File: config.mk
export PLATFORM = sky130hd
export DESIGN_NAME = core_mem_arbiter
export DESIGN_NICKNAME = d
export VERILOG_FILES = /design/src/rtl/core_mem_arbiter.sv
export SDC_FILE = /design/constraint.sdc
export NUM_CORES = 1
export LEC_CHECK = 0
export CAP_MARGIN = 20
export CORE_AREA = 4 4 133 135
export DETAILED_ROUTE_END_ITERATION = 10
export DIE_AREA = 0 0 137 139
export GPL_TIMING_DRIVEN = 0
export PLACE_DENSITY = 0.83
export SLEW_MARGIN = 10
export SYNTH_ARGS = -nofsm -noshare
export SYNTH_HDL_FRONTEND = slang
export SYNTH_SLANG_ARGS = --single-unit
File: constraint.sdc
create_clock -name CLK -period 4.14 [get_ports CLK]
set_clock_uncertainty 0.2 [all_clocks]
set_input_delay 0.621 -clock CLK [delete_from_list [all_inputs] [get_ports CLK]]
set_output_delay 0.621 -clock CLK [all_outputs]
set_load 0.05 [all_outputs]
File: src/rtl/core_mem_arbiter.sv
// Arbitrates instruction fetch and data memory requests onto one single-beat AXI4 master port.
// Define CORE_ARB_RR_EN for round-robin tie-breaking; otherwise data always beats instruction.
module core_mem_arbiter #(
    parameter int C_AXI_DATA_WIDTH = 32,
    parameter int C_ADDR_WIDTH     = 32
) (
    input  logic                            CLK,
    input  logic                            RST,
    // instruction fetch requester
    input  logic                            I_REQ,
    input  logic [C_ADDR_WIDTH-1:0]         I_ADDR,
    output logic [C_AXI_DATA_WIDTH-1:0]     I_RDATA,
    output logic                            I_ACK,
    // data memory requester
    input  logic                            D_REQ,
    input  logic                            D_WE,
    input  logic [C_ADDR_WIDTH-1:0]         D_ADDR,
    input  logic [C_AXI_DATA_WIDTH-1:0]     D_WDATA,
    input  logic [C_AXI_DATA_WIDTH/8-1:0]   D_WSTRB,
    output logic [C_AXI_DATA_WIDTH-1:0]     D_RDATA,
    output logic                            D_ACK,
    output logic                            ERR,
    // AXI4 read address / data
    output logic [C_ADDR_WIDTH-1:0]         ARADDR,
    output logic                            ARVALID,
    input  logic                            ARREADY,
    output logic [7:0]                      ARLEN,
    output logic [2:0]                      ARSIZE,
    output logic [1:0]                      ARBURST,
    input  logic [C_AXI_DATA_WIDTH-1:0]     RDATA,
    input  logic [1:0]                      RRESP,
    input  logic                            RVALID,
    output logic                            RREADY,
    // AXI4 write address / data / response
    output logic [C_ADDR_WIDTH-1:0]         AWADDR,
    output logic                            AWVALID,
    input  logic                            AWREADY,
    output logic [7:0]                      AWLEN,
    output logic [2:0]                      AWSIZE,
    output logic [1:0]                      AWBURST,
    output logic [C_AXI_DATA_WIDTH-1:0]     WDATA,
    output logic [C_AXI_DATA_WIDTH/8-1:0]   WSTRB,
    output logic                            WLAST,
    output logic                            WVALID,
    input  logic                            WREADY,
    input  logic [1:0]                      BRESP,
    input  logic                            BVALID,
    output logic                            BREADY
);

    localparam logic [1:0] RESP_OKAY = 2'b00;

    typedef enum logic [2:0] {S_IDLE, S_AR, S_R, S_AW, S_B, S_ACK} state_t;

    state_t                          state_q, state_d;
    logic                            any_req, grant_data;
    logic                            owner_data_q, aw_done_q, w_done_q, err_q;
    logic [C_ADDR_WIDTH-1:0]         addr_q;
    logic [C_AXI_DATA_WIDTH-1:0]     wdata_q, i_rdata_q, d_rdata_q;
    logic [C_AXI_DATA_WIDTH/8-1:0]   wstrb_q;

    assign any_req = I_REQ | D_REQ;

`ifdef CORE_ARB_RR_EN
    logic last_data_q;

    // On a tie, hand the port to whichever side did not win last time.
    always_comb begin
        grant_data = D_REQ;
        if (D_REQ && I_REQ)
            grant_data = !last_data_q;
    end

    always_ff @(posedge CLK) begin
        if (RST)
            last_data_q <= 1'b0;
        else if (state_q == S_IDLE && any_req)
            last_data_q <= grant_data;
    end
`else
    always_comb begin
        grant_data = D_REQ;
    end
`endif

    // NOTE: sequential state uses non-blocking assignments so every flop samples pre-edge values.
    always_ff @(posedge CLK) begin
        if (RST)
            state_q <= S_IDLE;
        else
            state_q <= state_d;
    end

    // NOTE: next-state starts from a default so no path leaves state_d unassigned (no latch).
    always_comb begin
        state_d = state_q;
        case (state_q)
            S_IDLE: if (any_req) state_d = (grant_data && D_WE) ? S_AW : S_AR;
            S_AR:   if (ARREADY) state_d = S_R;
            S_R:    if (RVALID)  state_d = S_ACK;
            S_AW:   if ((aw_done_q || AWREADY) && (w_done_q || WREADY)) state_d = S_B;
            S_B:    if (BVALID)  state_d = S_ACK;
            S_ACK:  state_d = S_IDLE;
            default: state_d = S_IDLE;
        endcase
    end

    always_ff @(posedge CLK) begin
        if (RST) begin
            owner_data_q <= 1'b0;
            addr_q       <= '0;
            wdata_q      <= '0;
            wstrb_q      <= '0;
            aw_done_q    <= 1'b0;
            w_done_q     <= 1'b0;
            err_q        <= 1'b0;
            i_rdata_q    <= '0;
            d_rdata_q    <= '0;
        end else begin
            case (state_q)
                S_IDLE: begin
                    // Request fields are captured once here; later input changes are ignored.
                    if (any_req) begin
                        owner_data_q <= grant_data;
                        addr_q       <= grant_data ? D_ADDR : I_ADDR;
                        wdata_q      <= D_WDATA;
                        wstrb_q      <= D_WSTRB;
                        aw_done_q    <= 1'b0;
                        w_done_q     <= 1'b0;
                    end
                end
                S_R: begin
                    if (RVALID) begin
                        if (owner_data_q)
                            d_rdata_q <= RDATA;
                        else
                            i_rdata_q <= RDATA;
                        if (RRESP != RESP_OKAY)
                            err_q <= 1'b1;
                    end
                end
                S_AW: begin
                    if (AWREADY) aw_done_q <= 1'b1;
                    if (WREADY)  w_done_q  <= 1'b1;
                end
                S_B: begin
                    if (BVALID && BRESP != RESP_OKAY)
                        err_q <= 1'b1;
                end
                default: ;
            endcase
        end
    end

    // Handshake outputs decode flop state only, so AXI inputs never reach AXI outputs combinationally.
    assign ARVALID = (state_q == S_AR);
    assign RREADY  = (state_q == S_R);
    assign AWVALID = (state_q == S_AW) && !aw_done_q;
    assign WVALID  = (state_q == S_AW) && !w_done_q;
    assign BREADY  = (state_q == S_B);
    assign I_ACK   = (state_q == S_ACK) && !owner_data_q;
    assign D_ACK   = (state_q == S_ACK) &&  owner_data_q;

    assign ARADDR  = addr_q;
    assign AWADDR  = addr_q;
    assign WDATA   = wdata_q;
    assign WSTRB   = wstrb_q;
    assign I_RDATA = i_rdata_q;
    assign D_RDATA = d_rdata_q;
    assign ERR     = err_q;

    assign ARLEN   = 8'd0;
    assign ARSIZE  = 3'b010;
    assign ARBURST = 2'b01;
    assign AWLEN   = 8'd0;
    assign AWSIZE  = 3'b010;
    assign AWBURST = 2'b01;
    assign WLAST   = 1'b1;

endmodule

Word-level counts from Yosys, hierarchy flattened
Index checks and enable logic that the tools add are counted.
{"block": "totals", "regBits": 139, "latchBits": 0, "ram_bits": 0, "mem_bits_ro": 0, "input_bits": 146, "output_inout_bits": 199, "elab_cells": 67, "memories": 0}
{"block": "op_classes", "n_addsub": 0, "mul": 0, "div": 0, "order_cmp": 0, "eq_ne": 14, "n_shift": 0, "muxes": 17, "n_bitwise": 2, "n_reduce_logical": 24}
{"operator": "32-bit 2-to-1 mux", "count": 1}
{"operator": "3-bit 2-to-1 mux", "count": 5}
{"operator": "3-bit case mux with 5 select lines", "count": 1}
{"operator": "2-bit != test (second input constant)", "count": 6}
{"operator": "3-bit AND reduction", "count": 4}
{"operator": "2-bit nonzero test", "count": 4}
{"operator": "1-bit logical AND", "count": 7}
{"operator": "3-bit by 2-bit == test with 1-bit output (second input constant)", "count": 2}
{"operator": "3-bit == test (second input constant)", "count": 2}
{"operator": "1-bit 2-to-1 mux", "count": 6}
{"operator": "2-bit by 1-bit != test with 1-bit output (second input constant)", "count": 3}
{"operator": "1-bit case mux with 2 select lines", "count": 3}
{"operator": "5-bit AND reduction", "count": 1}
{"operator": "4-bit AND reduction", "count": 1}
{"operator": "3-bit by 1-bit == test with 1-bit output (second input constant)", "count": 1}
{"operator": "1-bit logical NOT", "count": 3}
{"operator": "3-bit logical NOT", "count": 1}
{"operator": "1-bit logical OR", "count": 2}
{"operator": "2-bit 2-to-1 mux", "count": 1}
{"operator": "2-bit AND reduction", "count": 1}
{"operator": "1-bit inverter", "count": 1}
{"operator": "1-bit bitwise OR", "count": 1}

Longest topological paths before layout
Gate-level depths: netlist of run 1.
{"block": "logic_depth", "ltp_word": 4, "mapped_depth": 8, "depth_no_buf": 4}

Worst setup path before layout of run 1
No wires, ideal clock.
{"block": "synth_timing", "path_kind": "register to output", "from": "register state_q[0]", "to": "output port ARVALID", "arrival_time_ps": 2011, "required_ps": 3319, "setup_slack_ps": 1308, "path_stages_with_launch": 4, "path_buffers": 2, "path_cell_list": "dfxtp_1 buf_2 clkbuf_1 nor3b_1"}
{"block": "synth_between", "elab_chain_cells": 1}
{"item": "start: declaration", "line": "55", "source": "state_t state_q, state_d;"}
{"item": "start signal: assignment", "line": "91", "source": "state_q <= state_d;"}
{"item": "3-bit by 1-bit == test with 1-bit output", "line": "156", "source": "assign ARVALID = (state_q == S_AR);"}
{"item": "end: declaration", "line": "25", "source": "output logic ARVALID,"}
Every way passes these cells.

Worst setup path after layout of run 1
{"block": "layout_timing", "from": "register state_q[0]", "to": "output port WVALID"}
{"block": "layout_between", "elab_chain_cells": 2}
{"item": "3-bit by 2-bit == test with 1-bit output", "line": "159", "source": "assign WVALID = (state_q == S_AW) && !w_done_q;"}
{"item": "1-bit logical AND", "line": "159"}
{"item": "end: declaration", "line": "44", "source": "output logic WVALID,"}
Every way passes these cells.

==> results of run 1 <==
[area by class of cell]
class	instances	area [um^2]	area share [%]
repair buffers	316	3160	31.8
plain buffers	110	693	6.96
clock buffers	18	429	4.31
multi-input cells	471	2400	24.1
flip-flops and latches	139	2780	28.0
clock inverters	14	206	2.07
inverters	2	7.51	0.0754
well taps	220	275	2.77
[logic make-up (layout without fill, tap and decap cells)]
family	after synthesis	in the layout
AOI/OAI and AO/OA	146	146
buffers and inverters	112	460
DFF	139	139
muxes	34	34
other	2	27
and+or+nand+nor	264	264
[per-layer routing]
metal	wire, um	vias up	track usage, %
met3	1840	46	6.93
li1	-	2950	-
met1	7980	2721	23.8
met2	10200	276	36.0
met5	0	-	0
met4	617	0	8.51
[Yosys cell counts (all sizes together) (2+ instances only)]
library cell / number
or4: 2
conb: 2
a22oi: 2
nand2b: 4
inv: 2
nand2: 203
a21oi: 102
nor2b: 2
mux2i: 34
buf: 88
a31oi: 3
nor3: 4
nor2: 41
a211oi: 32
dfxtp: 139
o22ai: 3
clkbuf: 22
[state kept, by name, indices dropped and copies added, names as in the netlist]
| register | flops |
|---|---|
| ARADDR | 32 |
| D_RDATA | 32 |
| ERR | 1 |
| I_RDATA | 32 |
| WDATA | 32 |
| WSTRB | 4 |
| aw_done_q | 1 |
| owner_data_q | 1 |
| state_q | 3 |
| w_done_q | 1 |
[worst min path at each step]
stage,to,start,slack (ns),depth (start not counted)
after global routing,WDATA[29],WDATA[29],0.26,2
after detailed placement,WSTRB[1],WSTRB[1],0.25,2
final,WDATA[5],WDATA[5],0.25,2
after floorplan,aw_done_q,aw_done_q,0.31,2
after CTS,WSTRB[1],WSTRB[1],0.25,2
after global placement,WDATA[11],WDATA[11],0.24,2
[worst max-delay path, stage by stage, from the launching register on]
cell             delay (ns)
dfxtp_1                0.41
buf_2                  0.25
clkbuf_1               0.37
nand2_1                0.13
nor2_1                 0.12
clkdlybuf4s50_1        0.86
[layout by cell type (no fill, tap or decap), types with 2 or more instances in the layout]
master,instances
a211oi_1,22
a211oi_2,10
a21oi_1,102
a22oi_1,2
a31oi_1,3
buf_2,23
buf_4,61
buf_6,3
bufinv_16,4
clkbuf_1,23
clkbuf_16,17
clkdlybuf4s50_1,316
clkinvlp_4,2
conb_1,27
dfxtp_1,139
inv_1,2
inv_6,4
inv_8,2
mux2i_1,34
nand2_1,203
nand2b_1,3
nor2_1,41
nor2b_1,2
nor3_1,3
o22ai_1,3
or4_1,2
[report_power, final]
group | internal (mW) | switching [mW] | leakage (nW)
sequential | 1.65 | 0.227 | 1.14
combinational | 1.38 | 2.59 | 2.42
clock | 1.02 | 0.641 | 0.306
total | 4.06 | 3.46 | 3.86
[stage by stage]
stage                     power (mW)  worst slack [ns]  instances
final                           7.51             0.765       1290
after global routing            7.85             0.594       1290
after CTS                       7.56             0.749       1290
after detailed placement        5.88              1.18       1258
after global placement          5.83              1.25       1258
after floorplan                 4.55              1.31        722
==> metrics, run 1 <==
result of the run=finished clean; wire length of the first global-routing pass=31500 um; number of antenna repair diodes=0; hold buffer count at CTS=0; crit path max fanout=10; top cell type's share of synthesized area=about half; vertical die dimension=about 140 um; gpl congestion=~0.82; final setup violation count=0; count of boundary I/O pins=~350; Total Die Area=19000 um^2; sequential cell area fraction in the yosys report=48.1%; number of search-and-repair iterations in the first detailed-routing pass=4; Post-synth EDFFs=0; Via Count=5993; timing endpoint of the critical path=WVALID; share of the clock period used by the worst path after layout=roughly four fifths; number of placement rows=47; compound-cell area share of the yosys netlist=15.3%; pin count of the biggest net entering global routing=17; deepest level of the CTS H-tree=4; CP Data Arrival Time=2.55 ns; Worst Setup End Kind=output port; insertion delay to the later sink of the worst-skew pair=about 0.4 ns; count of cell types in the netlist=35; actual transition at the worst max-transition pin=around 0.81 ns; drt wl/cell=about 16 um; launching element of the worst setup path=state_q[0]; number of CTS-inserted buffers=17; number of resized instances in the post-cts repair step=0; Reg2Reg Depth=5; Final Max Slew Viols=0; netlist area before placement=about 5800 um^2; top post-synthesis cells by area=dfxtp_1 48%, nand2_1 13%, a21oi_1 8.8%; type of the most critical hold path=register to register; placed inst area=9320 um^2; Filler cells=roughly 1400; setup_tns=0 ns; smallest hold slack=approximately 0.25 ns; total overflow reported by the global router=0; synthesized-area fraction occupied by adder cells=0%; overall fraction of global-route tracks in use=21.0%; TritonCTS sink count=about 140; Std-Cell Core Area=16500 um^2; xor-xnor portion of the synthesized cell area=0%; root buffer cell=clkbuf_16; Layout Area Growth over Synthesis=72.0%; layout cells sized above 1=12.2%; gate count of the mapped netlist=697; reg-to-reg endpoint=WSTRB[3]; startpoint type of the worst setup path=register; syn_area_per_cell=8.30 um^2; dominant combinational cell family by area after synthesis=simple AND/OR/NAND/NOR gates; most area-hungry cell type in the Yosys netlist=dfxtp_1; initial antenna violation count=0; clock-pin slew on the worst setup and hold paths=0.06 ns; quantity of I/O buffers inserted on ports=316; maximum vdd drop=0.000552 V; buffer count from post-CTS setup fixing=0; Register-to-Register Setup Slack=2.11 ns; simple-gate area share of the yosys netlist=a little under a fifth; Max Buffers Root-to-Sink=2; CP Class=register to output port; data required time at the worst endpoint=3.32 ns; Post-Route Utilization=60.5%; layout net count=1203; number of hold violations in the final report=0; Max-Cap Viols=0; leakage power of the design=around 3.9 nW; number of flip-flops and latches in the synthesized netlist=between 100 and 150; power density normalized to cell area=around 750 nW/um^2; multiplexer fraction of the synthesized cell area=5.88%; 1st-iter DRT viols=278; RSZ-0062 raised after global routing=no; effective utilization at floorplan=a little over a third; Synthesis Warnings=0; via count of the first global-routing pass=6018; clock tree from TritonCTS=built; final std cell area, no fill=9950 um^2; dominant register cell in the synthesized netlist=dfxtp_1; placed wire-length estimate=16200 um; fraction of synthesis flops using an asynchronous set or reset pin=0%; startpoint of the most critical register-to-register path=state_q[2]; Routed Wire Length=around 21000 um; vias per cell=4.65; time the worst path needs with I/O delays and setup=3.38 ns; highest clock rate=296 MHz; floorplan die width=around 140 um; Max-slew headroom=45.7%; Remaining DRCs=0; post-detailed-route count of antenna-violating nets=0
Power figures use the tool's default switching activity.
==> run 2: changes to the inputs <==
- CORE_AREA: 4 4 133 135 -> default
- CORE_MARGIN: default -> 4
- CORE_UTILIZATION: default -> 34
- DIE_AREA: 0 0 137 139 -> default
- PLACE_DENSITY: 0.83 -> 0.84
- clock period: 4.14 -> 2.81 ns (I/O delays scaled with it)
==> run 2 against run 1 <==
Effect of this change: cell count unchanged; largest power group unchanged; flip-flop and latch count unchanged; combinational power up 48%; critical path type unchanged; core utilization down 0.70 points; total power up 46%; worst setup slack got worse by 0.57 ns; critical path depth decreased by 1.
==> metrics, run 2 (synthesized netlist as in run 1, its figures left out) <==
pin count of the biggest net entering global routing=17; floorplan die width=138 um; deepest level of the CTS H-tree=4; Filler cells=1470; Placement Setup Slack=0.0650 ns; drt wl/cell=15.7 um; total overflow reported by the global router=0; RSZ-0062 raised after global routing=no; Remaining DRCs=0; result of the run=finished clean; vias per cell=around 4.7; gpl congestion=a little over 0.8; Std-Cell Core Area=16600 um^2; Max-slew headroom=a little over two fifths; count of boundary I/O pins=345; met1 Resource Use GR=22.0%; insertion delay to the later sink of the worst-skew pair=0.41 ns; CP Class=register to output port; Final WS setup=between 0.15 and 0.2 ns; most frequent cells in the layout=309 x clkdlybuf4s50_1, 203 x nand2_1, 139 x dfxtp_1, 102 x a21oi_1, 61 x buf_4; maximum vdd drop=0.00102 V; most common cell after layout, fill and taps aside=clkdlybuf4s50_1; Reg2Reg Depth=5; wire length of the first global-routing pass=31000 um; overall fraction of global-route tracks in use=20.1%; hold buffer count at CTS=0; number of hold violations in the final report=0; data required time at the worst endpoint=2.19 ns; initial antenna violation count=0; placed wire-length estimate=15800 um; highest clock rate=around 380 MHz; power density normalized to cell area=1110 nW/um^2; time the worst path needs with I/O delays and setup=2.61 ns; startpoint type of the worst setup path=register; layer with the highest usage=met2; met2 Resource Use GR=35.8%; final setup violation count=0; type of the most critical hold path=register to register; Worst Setup End Kind=output port; Total Die Area=19200 um^2; via count of the first global-routing pass=5978; share of the clock period used by the worst path after layout=between 90% and 100%; number of CTS-inserted buffers=17; Via Count=6032; quantity of I/O buffers inserted on ports=316; vertical die dimension=roughly 140 um; fraction of met3 tracks used by global routing=about 7.6%; post-detailed-route count of antenna-violating nets=0; 1st-iter DRT viols=405; actual transition at the worst max-transition pin=roughly 0.84 ns; number of placement rows=47; number of search-and-repair iterations in the first detailed-routing pass=5; clock tree from TritonCTS=built; layout net count=~1200; number of stages on the worst hold path=2; buffer count from post-CTS setup fixing=0; Max-Cap Viols=0; layout cells sized above 1=12.7%; TritonCTS sink count=between 100 and 150; Routed Wire Length=20300 um; crit path max fanout=10; Final Max Slew Viols=0; effective utilization at floorplan=34.8%; leakage power of the design=3.88 nW; number of antenna repair diodes=0; clock-pin slew on the worst setup and hold paths=0.06 ns; setup_tns=0 ns; root buffer cell=clkbuf_16; Layout Area Growth over Synthesis=71.8%; CP Data Arrival Time=1.99 ns; Max Buffers Root-to-Sink=2
==> run 2: critical path, cell delays in order, from the launching register on <==
cell and delay [ns]:
dfxtp_1 0.35, buf_2 0.20, or3b_1 0.42, inv_1 0.07, dlygate4sd2_1 0.54
==> run 2: path summary, 6_finish.rpt <==
path                                  from   endpoint  slack, ns
worst min-delay path             WDATA[23]  WDATA[23]       0.25
worst max register to register  state_q[2]   WDATA[6]       0.70
worst min register to register   WDATA[23]  WDATA[23]       0.25
worst max-delay path            state_q[0]     BREADY       0.20
==> run 2: repair_timing <==
action | 4_1_cts | 5_1_grt
endpoints found under the setup margin | 7 | 5
gates resized for setup | 18 | 2
hold endpoints to repair | 0 | 0
==> run 2: cell type report <==
type / instances / area [um^2] / area share [%]
clock buffer: 19 / 433 / 4.35
tap: 220 / 275 / 2.77
multi-input combinational: 471 / 2400 / 24.1
buffer: 110 / 694 / 6.98
sequential: 139 / 2780 / 28.0
timing repair buffer: 316 / 3170 / 31.8
clock inverter: 13 / 188 / 1.89
inverter: 2 / 7.51 / 0.0755
==> run 2: routing by layer <==
layer / up-vias / wire length (um)
li1: 2949 / -
met1: 2799 / 7860
met2: 250 / 10300
met3: 34 / 1730
met4: 0 / 420
met5: - / 0
==> run 2: stage by stage <==
step                power [mW]  hold slack, ns  instance area (um^2)  utilization, %  std cells
finish                    11.0           0.253                  9940            59.8       1290
global route              11.5           0.268                  9940            59.8       1290
CTS                       11.1           0.254                  9940            59.7       1290
detailed placement        8.69           0.246                  9320            56.0       1258
global placement          8.61           0.241                  9320            56.0       1258
floorplan                 6.71           0.308                  5880               -        722
==> run 2: report_power, final <==
part / internal [mW] / leakage, nW / switching (mW)
sequential: 2.43 / 1.14 / 0.332
clock: 1.50 / 0.307 / 0.878
combinational: 2.03 / 2.43 / 3.84
